**src/rtl/plic_lite_pkg.sv**
```systemverilog
// plic_lite shared definitions: register offsets, ID constants, gateway states.
// Optional edge-trigger support is selected with HARVOS_PLIC_EDGE_EN.
package plic_lite_pkg;

    localparam int MAX_NSRC = 31;
    localparam int ID_W     = 5;

    localparam logic [7:0] OFF_PENDING   = 8'h00;
    localparam logic [7:0] OFF_ENABLE    = 8'h04;
    localparam logic [7:0] OFF_THRESHOLD = 8'h08;
    localparam logic [7:0] OFF_CLAIM     = 8'h0C;
    localparam logic [7:0] OFF_TRIGGER   = 8'h10;
    localparam logic [7:0] OFF_PRIO_BASE = 8'h40;

    localparam logic [ID_W-1:0] ID_NONE = '0;

    // Encoding is {pending, in_flight}
    typedef enum logic [1:0] {
        GW_IDLE = 2'b00,
        GW_PEND = 2'b10,
        GW_INFL = 2'b01
    } gw_state_e;

endpackage

```
**src/rtl/plic_lite_gateway.sv**
```systemverilog
// plic_gateway: per-source synchroniser, optional edge detect (HARVOS_PLIC_EDGE_EN)
// and pending/in_flight state. Ports: clk, rst, line, [edge_mode], claim, complete -> pending, in_flight.
module plic_gateway
    import plic_lite_pkg::*;
(
    input  logic clk,
    input  logic rst,
    input  logic line,
`ifdef HARVOS_PLIC_EDGE_EN
    input  logic edge_mode,
`endif
    input  logic claim,
    input  logic complete,
    output logic pending,
    output logic in_flight
);

    logic      sync1;
    logic      sync2;
    logic      fire;
    gw_state_e state;
    gw_state_e state_nxt;

    always_ff @(posedge clk or posedge rst) begin
        if (rst) begin
            sync1 <= 1'b0;
            sync2 <= 1'b0;
        end else begin
            sync1 <= line;
            sync2 <= sync1;
        end
    end

`ifdef HARVOS_PLIC_EDGE_EN
    logic sync3;

    always_ff @(posedge clk or posedge rst) begin
        if (rst) begin
            sync3 <= 1'b0;
        end else begin
            sync3 <= sync2;
        end
    end

    assign fire = edge_mode ? (sync2 & ~sync3) : sync2;
`else
    assign fire = sync2;
`endif

    always_ff @(posedge clk or posedge rst) begin
        if (rst) begin
            state <= GW_IDLE;
        end else begin
            state <= state_nxt;
        end
    end

    // The line is only looked at in IDLE, so anything arriving
    // while pending or in flight is dropped.
    always_comb begin
        state_nxt = state;
        unique case (state)
            GW_IDLE: if (fire)     state_nxt = GW_PEND;
            GW_PEND: if (claim)    state_nxt = GW_INFL;
            GW_INFL: if (complete) state_nxt = GW_IDLE;
            default:               state_nxt = GW_IDLE;
        endcase
    end

    always_comb begin
        pending   = (state == GW_PEND);
        in_flight = (state == GW_INFL);
    end

endmodule

```
**src/rtl/plic_lite.sv**
```systemverilog
// plic_lite: external interrupt arbiter with claim/complete register interface.
// Ports: clk, rst, src_irq_i, reg_* bus (req/we/addr/wdata -> rdata/ack), ext_irq_o. Macro: HARVOS_PLIC_EDGE_EN.
module plic_lite
    import plic_lite_pkg::*;
#(
    parameter int NSRC   = 8,
    parameter int PRIO_W = 3
) (
    input  logic            clk,
    input  logic            rst,
    input  logic [NSRC-1:0] src_irq_i,
    input  logic            reg_req_i,
    input  logic            reg_we_i,
    input  logic [7:0]      reg_addr_i,
    input  logic [31:0]     reg_wdata_i,
    output logic [31:0]     reg_rdata_o,
    output logic            reg_ack_o,
    output logic            ext_irq_o
);

    logic [NSRC-1:0]   pend;
    logic [NSRC-1:0]   infl;
    logic [NSRC-1:0]   en;
    logic [NSRC-1:0]   claim;
    logic [NSRC-1:0]   complete;
    logic [PRIO_W-1:0] thresh;
    logic [PRIO_W-1:0] prio [NSRC];

    logic [ID_W-1:0]   best_id;
    logic [ID_W-1:0]   nxt_id;
    logic [PRIO_W-1:0] best_prio;
    logic [PRIO_W-1:0] nxt_prio;

    logic              rd_en;
    logic              wr_en;
    logic              prio_sel;
    logic [5:0]        pidx;
    logic [31:0]       rd_val;

`ifdef HARVOS_PLIC_EDGE_EN
    logic [NSRC-1:0]   trig;
`endif

    assign rd_en    = reg_req_i & ~reg_we_i;
    assign wr_en    = reg_req_i &  reg_we_i;
    assign prio_sel = (reg_addr_i >= OFF_PRIO_BASE) && (reg_addr_i[1:0] == 2'b00);
    assign pidx     = reg_addr_i[7:2] - OFF_PRIO_BASE[7:2];

    for (genvar g = 0; g < NSRC; g++) begin : g_gw
        plic_gateway u_gw (
            .clk       (clk),
            .rst       (rst),
            .line      (src_irq_i[g]),
`ifdef HARVOS_PLIC_EDGE_EN
            .edge_mode (trig[g]),
`endif
            .claim     (claim[g]),
            .complete  (complete[g]),
            .pending   (pend[g]),
            .in_flight (infl[g])
        );
    end

    // Starting the search at the threshold with a strict compare filters
    // out sub-threshold sources and keeps the lowest ID on ties.
    always_comb begin
        nxt_id   = ID_NONE;
        nxt_prio = thresh;
        for (int i = 0; i < NSRC; i++) begin
            if (pend[i] && en[i] && (prio[i] > nxt_prio)) begin
                nxt_id   = ID_W'(i + 1);
                nxt_prio = prio[i];
            end
        end
        if (nxt_id == ID_NONE) begin
            nxt_prio = '0;
        end
    end

    // Claim retires the registered winner, so it always matches
    // the value returned by the same read.
    always_comb begin
        claim    = '0;
        complete = '0;
        for (int i = 0; i < NSRC; i++) begin
            claim[i] = rd_en && (reg_addr_i == OFF_CLAIM) &&
                       (best_prio != '0) && (best_id == ID_W'(i + 1));
            complete[i] = wr_en && (reg_addr_i == OFF_CLAIM) &&
                          (reg_wdata_i == 32'(i + 1)) && infl[i];
        end
    end

    always_comb begin
        rd_val = '0;
        case (reg_addr_i)
            OFF_PENDING:   rd_val = 32'({pend, 1'b0});
            OFF_ENABLE:    rd_val = 32'({en, 1'b0});
            OFF_THRESHOLD: rd_val = 32'(thresh);
            OFF_CLAIM:     rd_val = 32'(best_id);
`ifdef HARVOS_PLIC_EDGE_EN
            OFF_TRIGGER:   rd_val = 32'({trig, 1'b0});
`endif
            default: begin
                for (int i = 0; i < NSRC; i++) begin
                    if (prio_sel && (pidx == 6'(i))) begin
                        rd_val = 32'(prio[i]);
                    end
                end
            end
        endcase
    end

    always_ff @(posedge clk or posedge rst) begin
        if (rst) begin
            reg_ack_o   <= 1'b0;
            reg_rdata_o <= '0;
            ext_irq_o   <= 1'b0;
            best_id     <= ID_NONE;
            best_prio   <= '0;
            en          <= '0;
            thresh      <= '0;
`ifdef HARVOS_PLIC_EDGE_EN
            trig        <= '0;
`endif
            for (int i = 0; i < NSRC; i++) begin
                prio[i] <= '0;
            end
        end else begin
            reg_ack_o   <= reg_req_i;
            reg_rdata_o <= rd_en ? rd_val : '0;
            best_id     <= nxt_id;
            best_prio   <= nxt_prio;
            ext_irq_o   <= (nxt_id != ID_NONE);
            if (wr_en) begin
                case (reg_addr_i)
                    OFF_ENABLE:    en     <= reg_wdata_i[NSRC:1];
                    OFF_THRESHOLD: thresh <= reg_wdata_i[PRIO_W-1:0];
`ifdef HARVOS_PLIC_EDGE_EN
                    OFF_TRIGGER:   trig   <= reg_wdata_i[NSRC:1];
`endif
                    default: begin
                        for (int i = 0; i < NSRC; i++) begin
                            if (prio_sel && (pidx == 6'(i))) begin
                                prio[i] <= reg_wdata_i[PRIO_W-1:0];
                            end
                        end
                    end
                endcase
            end
        end
    end

endmodule

```
**config.mk**
```make
export PLATFORM = sky130hd
export DESIGN_NAME = plic_lite
export DESIGN_NICKNAME = d
export VERILOG_FILES = /design/src/rtl/plic_lite_pkg.sv /design/src/rtl/plic_lite_gateway.sv /design/src/rtl/plic_lite.sv
export SDC_FILE = /design/constraint.sdc
export NUM_CORES = 1
export LEC_CHECK = 0
export BUFFER_PORTS_ARGS = -buffer_cell sky130_fd_sc_hd__buf_2
export CAP_MARGIN = 20
export CELL_PAD_IN_SITES_DETAIL_PLACEMENT = 0
export CELL_PAD_IN_SITES_GLOBAL_PLACEMENT = 1
export CORE_MARGIN = 4
export CORE_UTILIZATION = 47
export DETAILED_ROUTE_END_ITERATION = 12
export PLACE_DENSITY = 0.84
export SYNTH_ARGS = -nofsm -noshare
export SYNTH_HDL_FRONTEND = slang
export SYNTH_SLANG_ARGS = --single-unit
```
**constraint.sdc**
```tcl
create_clock -name clk -period 24.7 [get_ports clk]
set_input_delay 4.94 -clock clk [delete_from_list [all_inputs] [get_ports clk]]
set_output_delay 4.94 -clock clk [all_outputs]
set_load 0.005 [all_outputs]
```
==> results.py, run 1 <==
metrics = {
    "finish": {
        "drive_above_1_share": 0.258,
        "fillCellCount": 894,
        "final_cell_area_sq_mm": 0.00540,
        "antenna_cells": 0,
        "syn_to_final_growth_pct": 12.0,
        "nNetsFinal": 599,
        "final_util": 0.547,
    },
    "sta": {
        "rsz0062_at_grt": "false",
        "tns_ns": 0,
        "relSlewSlack": 0.506,
        "hold_viol": 0,
        "finalCriticalPeriod_ns": 11.46,
        "holdWs_ns": 0.355,
        "fmax_ghz": 0.0873,
        "post-route-period-util": 0.464,
        "skew_ns": 0.0104,
        "setup_viol": 0,
        "tightest_slew_ns": 0.741,
        "slew_violations": 0,
    },
    "worst_setup_path": {
        "critPathSlowestCell": "a21oi_1",
        "cpPeakStageDelay_ns": 0.59,
        "crit_required_ns": 24.98,
        "end_kind": "flop",
        "critPathMaxFanout": 11,
        "cp_num_buf_inv": 1,
        "arrival_ns": 11.74,
        "worstSetupStartpointType": "flop",
        "worstSetupPathType": "flop to flop",
        "path_delay_family": "compound AO/OA/AOI/OAI gates",
        "path_common_cell": "ha_1",
    },
    "die": {
        "core_area_sq_mm": 0.00986,
        "io_pins": 86,
        "dieWidth_microns": 109,
        "die-area_sq_mm": 0.0119,
        "start_util": 0.488,
        "die_h_microns": 109,
        "rows": 36,
    },
    "grt": {
        "grt.met3_usage": 0.0545,
        "grt_use_total": 0.218,
        "top_usage_layer": "met2",
        "grt.overflow.total": 0,
        "use_met1": 0.286,
        "grt_pass1_wl_microns": 19600,
        "first_global_vias": 3688,
        "antenna_found_initial": 0,
        "gr-usage-met2": 0.361,
        "grt_max_degree": 86,
    },
    "logic_synthesis": {
        "ys_top_cells_by_count": "dfrtp_1 (85), nor2_1 (42), mux2_2 (36), nand2_1 (36), o21ai_0 (24)",
        "synth_area_leaders": "dfrtp_1 (44%), mux2_2 (8.4%), ha_1 (3.6%)",
        "synth_most_common_cell": "dfrtp_1",
        "synth_warnings": 0,
        "synth.distinct_cells": 67,
        "mappedNetlistArea_sq_mm": 0.00482,
        "ys.flop_type": "dfrtp_1",
        "ys_ff_latch": 85,
        "synth_top_area_cell": "dfrtp_1",
        "syn_area_per_cell_sq_um": 10.3,
        "synth_edf_count": 0,
        "synth_top_area_share": 0.441,
        "synthArstFlopShare": 1.00,
        "synth-seq-area-share": 0.441,
        "syn_inst": 469,
    },
    "clock_tree": {
        "clockBufferDepth": 2,
        "cts_resized": 0,
        "numCtsBuffers": 9,
        "worstSkewPairLatency_ns": 0.38,
        "tritoncts": "built",
        "htreeDepth": 3,
        "postCtsSetupRepairBufs": 0,
        "clock_sinks": 85,
        "clk_pin_slew_ns": 0.09,
        "cts-hold-fix-buffers": 0,
        "cts-root-buf": "clkbuf_8",
    },
    "route": {
        "route.detailed.drc": 0,
        "wirelength_microns": 12200,
        "viasPerCell": 5.70,
        "vias": 3826,
        "drt_iter0_markers": 263,
        "drt_pass1_iterations": 5,
        "wl_per_cell_microns": 18.2,
        "ant_nets": 0,
    },
    "power": {
        "p_switching_mw": 0.0758,
        "power_leakage_nw": 2.43,
        "peakVddDrop_uv": 47.2,
        "seqPwrFrac": 0.539,
        "power.total_mw": 0.271,
        "p_per_area_mw_per_mm2": 50.3,
        "power.internal_mw": 0.196,
        "p_comb_frac": 0.107,
        "switching_share": 0.279,
        "p_clk_frac": 0.354,
    },
    "placed_design": {
        "hpwlAfterDp_microns": 9150,
        "portBuffers": 62,
        "place.gp.congestion": 0.880,
        "postPlaceCellArea_sq_mm": 0.00518,
    },
    "job": {
        "maxCapViolCount": 0,
    },
    "min_path": {
        "worstHoldPathType": "flop to flop",
    },
    "run_status": {
        "status": "completed",
    },
}
==> cell usage in the layout (no fill, tap or decap), types with 3 or more instances in the layout <==
cell | Yosys | routed
a21oi_1 | 18 | 18
a22oi_1 | 5 | 5
a311oi_1 | 3 | 3
a31oi_1 | 3 | 3
and2_1 | 8 | 8
and3_1 | 3 | 3
and3b_1 | 3 | 3
buf_2 | 0 | 62
clkbuf_8 | 0 | 10
conb_1 | 1 | 23
dfrtp_1 | 85 | 85
ha_1 | 14 | 14
inv_1 | 17 | 16
mux2_2 | 36 | 36
mux2i_1 | 10 | 10
mux4_2 | 6 | 6
nand2_1 | 36 | 36
nand2b_1 | 5 | 5
nand3_1 | 13 | 13
nand4_1 | 10 | 10
nor2_1 | 42 | 42
nor2b_1 | 15 | 15
nor3_1 | 8 | 8
nor3b_1 | 3 | 3
nor4_1 | 10 | 10
o211ai_1 | 3 | 3
o21ai_0 | 24 | 24
o21ai_1 | 3 | 3
o22ai_1 | 4 | 4
or3_1 | 3 | 3
==> per-layer routing <==
metal / wire length, microns / up-vias
met5: 0 / -
met2: 5990 / 129
met4: 174 / 0
li1: - / 1803
met3: 704 / 12
met1: 5380 / 1882
==> state kept, by name (all words and copies together) (netlist names), 3 cells and up <==
name             count
reg_rdata_o          9
en                   8
best_id              4
prio                24
g_gw.u_gw.fire       8
g_gw.u_gw.sync1      8
g_gw.u_gw.state     16
thresh               3
best_prio            3
==> power groups by stage <==
stage / Combinational, mW / Clock, mW / Sequential (mW)
floorplan: 0.0213 / 0 / 0.148
global placement: 0.0280 / 0 / 0.149
detailed placement: 0.0287 / 0 / 0.149
CTS: 0.0287 / 0.0991 / 0.146
global route: 0.0327 / 0.104 / 0.147
finish: 0.0291 / 0.0961 / 0.146
==> worst paths after layout <==
check                                    from  slack [ns]  depth (start not counted)                end
setup / recovery                    thresh[2]       13.24                         46       best_prio[1]
hold / removal             g_gw[4].u_gw.sync1        0.36                          0  g_gw[4].u_gw.fire
setup reg to reg                    thresh[2]       13.24                         46       best_prio[1]
hold reg to reg            g_gw[4].u_gw.sync1        0.36                          0  g_gw[4].u_gw.fire
max in group asynchronous                 rst       19.56                          4          thresh[2]
min in group asynchronous                 rst        4.54                          3  g_gw[7].u_gw.fire
==> area by class of cell <==
cell class	instances	area, sq um	area share
multi-input cells	356	2500	0.463
flip-flops and latches	85	2130	0.394
repair buffers	64	345	0.0640
well taps	133	166	0.0308
clock buffers	10	138	0.0255
inverters	17	65.1	0.0121
clock inverters	6	53.8	0.00997
==> cells by family (layout without fill, tap and decap cells) <==
logic type | Yosys count | count (layout) | synth area share
buffers and inverters | 50 | 97 | 0.0569
DFF | 85 | 85 | 0.441
other | 1 | 23 | 0.000778
and+or+nand+nor | 172 | 172 | 0.186
muxes | 54 | 54 | 0.139
AOI/OAI and AO/OA | 92 | 92 | 0.137
adders and majority gates | 15 | 15 | 0.0384
==> metrics by stage <==
stage	cells	setup WS (ns)
final	671	13.24
after detailed placement	654	13.38
after global routing	671	12.41
after global placement	654	13.84
after floorplan	491	14.76
after CTS	670	13.32
No activity file was read; power rests on OpenSTA's default activity.
==> run 2: changes to the inputs <==
--- a/config.mk
+++ b/config.mk
@@ -10,9 +10,9 @@
 export CELL_PAD_IN_SITES_DETAIL_PLACEMENT = 0
 export CELL_PAD_IN_SITES_GLOBAL_PLACEMENT = 1
 export CORE_MARGIN = 4
-export CORE_UTILIZATION = 47
+export CORE_UTILIZATION = 44
 export DETAILED_ROUTE_END_ITERATION = 12
-export PLACE_DENSITY = 0.84
+export PLACE_DENSITY = 0.79
 export SYNTH_ARGS = -nofsm -noshare
 export SYNTH_HDL_FRONTEND = slang
 export SYNTH_SLANG_ARGS = --single-unit
==> constraint.sdc (replaced) <==
create_clock -name clk -period 11.8 [get_ports clk]
set_input_delay 2.36 -clock clk [delete_from_list [all_inputs] [get_ports clk]]
set_output_delay 2.36 -clock clk [all_outputs]
set_load 0.005 [all_outputs]
==> results.py, run 2 (same netlist as run 1, synthesis figures left out) <==
metrics = {
    "finish": {
        "regArea_sq_mm": 0.00213,
        "layout_common_cells": "dfrtp_1 (85), buf_2 (62), nor2_1 (42)",
        "fillCellCount": 951,
        "final_common_cell": "dfrtp_1",
        "largest_reg_flops": 24,
        "antenna_cells": 0,
        "final_util": 0.515,
        "final_cell_area_sq_mm": 0.00542,
        "top_regs": "prio x24, g_gw.u_gw.state x16, reg_rdata_o x9",
        "nNetsFinal": 600,
        "syn_to_final_growth_pct": 12.4,
        "drive_above_1_share": 0.260,
        "multi_input_area_sq_mm": 0.00250,
        "top_register": "prio",
        "final_cells": 675,
    },
    "clock_tree": {
        "worstSkewPairLatency_ns": 0.36,
        "htreeDepth": 3,
        "numCtsBuffers": 9,
        "tritoncts": "built",
        "cts-hold-fix-buffers": 0,
        "clock_sinks": 85,
        "clk_pin_slew_ns": 0.09,
        "clockBufferDepth": 2,
        "cts-root-buf": "clkbuf_8",
    },
    "job": {
        "maxCapViolCount": 0,
    },
    "placed_design": {
        "place.gp.congestion": 0.857,
        "pre_cts_slack_ns": 0.817,
        "hpwlAfterDp_microns": 9310,
        "placed_cells": 658,
        "postPlaceCellArea_sq_mm": 0.00519,
        "portBuffers": 62,
    },
    "die": {
        "die_h_microns": 113,
        "start_util": 0.459,
        "core_area_sq_mm": 0.0105,
        "io_pins": 86,
        "dieWidth_microns": 113,
        "rows": 37,
        "die-area_sq_mm": 0.0127,
    },
    "sta": {
        "hold_viol": 0,
        "layout_setup_ws_ns": 0.816,
        "slew_violations": 0,
        "post-route-period-util": 0.931,
        "rsz0062_at_grt": "false",
        "finalCriticalPeriod_ns": 10.98,
        "setup_viol": 0,
        "holdWs_ns": 0.353,
        "skew_ns": 0.00767,
        "relSlewSlack": 0.550,
        "fmax_ghz": 0.0910,
        "tns_ns": 0,
        "tightest_slew_ns": 0.669,
    },
    "worst_setup_path": {
        "worstSetupPathType": "flop to flop",
        "r2r_cells": 47,
        "critPathMaxFanout": 11,
        "path_common_cell": "ha_1",
        "end_kind": "flop",
        "arrival_ns": 11.22,
        "worstSetupStartpointType": "flop",
        "critPathSlowestCell": "dfrtp_1",
        "crit_required_ns": 12.04,
        "cpPeakStageDelay_ns": 0.41,
    },
    "route": {
        "route.detailed.drc": 0,
        "drt_iter0_markers": 230,
        "vias": 3869,
        "viasPerCell": 5.73,
        "drt_pass1_iterations": 5,
        "wl_per_cell_microns": 18.3,
        "wirelength_microns": 12400,
        "ant_nets": 0,
    },
    "grt": {
        "grt_max_degree": 86,
        "antenna_found_initial": 0,
        "grt.overflow.total": 0,
        "first_global_vias": 3611,
        "grt_pass1_wl_microns": 19600,
        "grt_use_total": 0.198,
    },
    "min_path": {
        "worstHoldPathType": "flop to flop",
        "min_path_cells": 0,
    },
    "power": {
        "p_per_area_mw_per_mm2": 107,
        "peakVddDrop_uv": 61.3,
        "p_switching_mw": 0.156,
        "p_clk_frac": 0.366,
        "power.internal_mw": 0.424,
        "power_leakage_nw": 2.43,
        "switching_share": 0.269,
        "power.total_mw": 0.580,
        "seqPwrFrac": 0.527,
        "p_comb_frac": 0.107,
    },
    "run_status": {
        "status": "completed",
    },
}
run 2: critical path: cells and delay by family, from the launching register on:
| kind | cells | cell delay, ns |
|---|---|---|
| flip-flops | 1 | 0.41 |
| AO/OA/AOI/OAI | 18 | 3.16 |
| multiplexers | 6 | 2.18 |
| buffers and inverters | 2 | 0.24 |
| adder cells (fa/ha/maj) | 9 | 2.54 |
| AND/OR/NAND/NOR | 12 | 2.28 |
run 2: timing repair:
action,in CTS,in global routing
setup buffers,0,0
resized for setup,0,1
endpoints found under the setup margin,0,4
run 2: power groups by stage:
stage	Combinational (mW)	Sequential, mW	Clock [mW]
finish	0.0618	0.306	0.212
floorplan	0.0447	0.309	0
global route	0.0688	0.307	0.233
detailed placement	0.0605	0.312	0
CTS	0.0607	0.306	0.219
global placement	0.0589	0.312	0
run 2: metal layers:
metal	part of all wire	vias up	track usage
met1	0.45	1911	0.275
li1	-	1797	-
met5	0	-	0
met4	0.018	0	0.0585
met3	0.053	20	0.0377
met2	0.48	141	0.316
run 2: final timing paths:
kind,slack (ns),endpoint,startpoint
max,0.82,best_prio[0],thresh[2]
min,0.35,g_gw[0].u_gw.fire,g_gw[0].u_gw.sync1
max reg2reg,0.82,best_prio[0],thresh[2]
min reg2reg,0.35,g_gw[0].u_gw.fire,g_gw[0].u_gw.sync1
max in group asynchronous,9.23,g_gw[1].u_gw.state[1],rst
min in group asynchronous,1.97,g_gw[7].u_gw.sync1,rst
run 2: area by class of cell:
class,count,share of cell area
multi-input combinational,356,0.462
sequential,85,0.393
timing repair buffer,65,0.0651
tap,136,0.0314
clock buffer,10,0.0236
clock inverter,6,0.0127
inverter,17,0.0120
==> run 3: changes to the inputs <==
--- a/config.mk
+++ b/config.mk
@@ -10,9 +10,9 @@
 export CELL_PAD_IN_SITES_DETAIL_PLACEMENT = 0
 export CELL_PAD_IN_SITES_GLOBAL_PLACEMENT = 1
 export CORE_MARGIN = 4
-export CORE_UTILIZATION = 44
+export CORE_UTILIZATION = 39
 export DETAILED_ROUTE_END_ITERATION = 12
-export PLACE_DENSITY = 0.79
+export PLACE_DENSITY = 0.71
 export SYNTH_ARGS = -nofsm -noshare
 export SYNTH_HDL_FRONTEND = slang
 export SYNTH_SLANG_ARGS = --single-unit
==> results.py, run 3 (same netlist as run 1, synthesis figures left out) <==
metrics = {
    "run_status": {
        "status": "completed",
    },
    "worst_setup_path": {
        "worstSetupPathType": "flop to flop",
        "critPathSlowestCell": "dfrtp_1",
        "rrSetupSlack_ns": 0.81,
        "critPathMaxFanout": 11,
        "worstSetupStartpointType": "flop",
        "arrival_ns": 11.23,
        "path_common_cell": "ha_1",
        "cpPeakStageDelay_ns": 0.40,
        "r2r-end": "best_prio[1]",
        "r2r_cells": 47,
        "worstReg2RegStart": "thresh[2]",
        "end_kind": "flop",
        "crit_required_ns": 12.04,
    },
    "sta": {
        "tightest_slew_ns": 0.717,
        "finalCriticalPeriod_ns": 10.99,
        "slew_violations": 0,
        "skew_ns": 0.00592,
        "hold_viol": 0,
        "fmax_ghz": 0.0910,
        "setup_viol": 0,
        "relSlewSlack": 0.516,
        "post-route-period-util": 0.932,
        "tns_ns": 0,
        "rsz0062_at_grt": "false",
    },
    "power": {
        "p_per_area_mw_per_mm2": 126,
        "power_leakage_nw": 2.50,
        "peakVddDrop_uv": 103,
    },
    "clock_tree": {
        "clockBufferDepth": 2,
        "worstSkewPairLatency_ns": 0.34,
        "cts-root-buf": "clkbuf_16",
        "clk_pin_slew_ns": 0.06,
        "tritoncts": "built",
        "numCtsBuffers": 9,
        "clock_sinks": 85,
        "cts-hold-fix-buffers": 0,
        "htreeDepth": 3,
    },
    "grt": {
        "grt_max_degree": 49,
        "grt_pass1_wl_microns": 20400,
        "first_global_vias": 3735,
        "grt.overflow.total": 0,
        "grt_use_total": 0.184,
        "antenna_found_initial": 0,
    },
    "route": {
        "wirelength_microns": 12700,
        "wl_per_cell_microns": 18.1,
        "drt_pass1_iterations": 5,
        "viasPerCell": 5.35,
        "ant_nets": 0,
        "route.detailed.drc": 0,
        "drt_iter0_markers": 232,
        "vias": 3779,
    },
    "finish": {
        "layout_common_cells": "dfrtp_1 (85), buf_2 (62), nor2_1 (42)",
        "final_cell_area_sq_mm": 0.00559,
        "regArea_sq_mm": 0.00213,
        "largest_reg_flops": 24,
        "top_regs": "prio x24, g_gw.u_gw.state x16, reg_rdata_o x9",
        "multi_input_area_sq_mm": 0.00250,
        "top_register": "prio",
        "final_common_cell": "dfrtp_1",
        "drive_above_1_share": 0.258,
        "nNetsFinal": 599,
        "fillCellCount": 1150,
        "antenna_cells": 0,
        "syn_to_final_growth_pct": 16.1,
    },
    "die": {
        "start_util": 0.399,
        "rows": 40,
        "die-area_sq_mm": 0.0142,
        "dieWidth_microns": 119,
        "die_h_microns": 119,
        "io_pins": 86,
        "core_area_sq_mm": 0.0121,
    },
    "placed_design": {
        "portBuffers": 62,
        "place.gp.congestion": 0.837,
        "postPlaceCellArea_sq_mm": 0.00523,
        "hpwlAfterDp_microns": 9680,
    },
    "min_path": {
        "min_path_cells": 0,
        "hold_end": "g_gw[5].u_gw.fire",
        "worstHoldPathType": "flop to flop",
        "worstHoldStart": "g_gw[5].u_gw.sync1",
    },
    "job": {
        "maxCapViolCount": 0,
    },
}
==> run 3: worst max path at each step <==
stage                              end      start
after global placement    best_prio[1]  thresh[2]
after global routing      best_prio[1]  thresh[2]
after floorplan           best_prio[1]  thresh[2]
final                     best_prio[1]  thresh[2]
after detailed placement  best_prio[0]  thresh[2]
after CTS                 best_prio[0]  thresh[2]
==> run 3: layout make-up <==
class                   instances  share of cell area
repair buffers                 64              0.0582
flip-flops and latches         85               0.380
multi-input cells             356               0.448
inverters                      17              0.0116
clock inverters                 3              0.0161
well taps                     168              0.0376
clock buffers                  13              0.0483
==> run 3: per-stage QoR <==
step / hold slack [ns] / setup slack [ns] / cells / utilization / total power [mW]
CTS: 0.345 / 0.679 / 706 / 0.463 / 0.709
global route: 0.351 / 0.0400 / 706 / 0.464 / 0.730
detailed placement: 0.335 / 0.734 / 690 / 0.433 / 0.373
finish: 0.342 / 0.808 / 706 / 0.464 / 0.704
floorplan: 0.331 / 1.86 / 491 / - / 0.354
global placement: 0.331 / 1.15 / 690 / 0.433 / 0.371
==> run 3: timing repair <==
item / CTS / global route
resized for setup: 0 / 1
setup buffers: 0 / 0
endpoints found under the setup margin: 0 / 4
==> run 3: layer usage <==
metal | up-vias | wire length [microns] | track usage
met3 | 11 | 880 | 0.0342
met4 | 0 | 133 | 0.0434
met5 | - | 0 | 0
met2 | 121 | 6140 | 0.297
li1 | 1801 | - | -
met1 | 1846 | 5600 | 0.257
==> run 3: where the power goes <==
group | internal [mW] | switching (mW)
combinational | 0.0241 | 0.0373
sequential | 0.299 | 0.00718
clock | 0.224 | 0.112
total | 0.548 | 0.156
==> run 3: critical path: cells and delay by family, from the launching register on <==
kind            cells  cell delay, ns
fa+ha+maj           9            2.59
flops               1            0.40
compound gates     16            3.06
mux                 6            2.19
simple gates       14            2.38
buf+inv             2            0.25
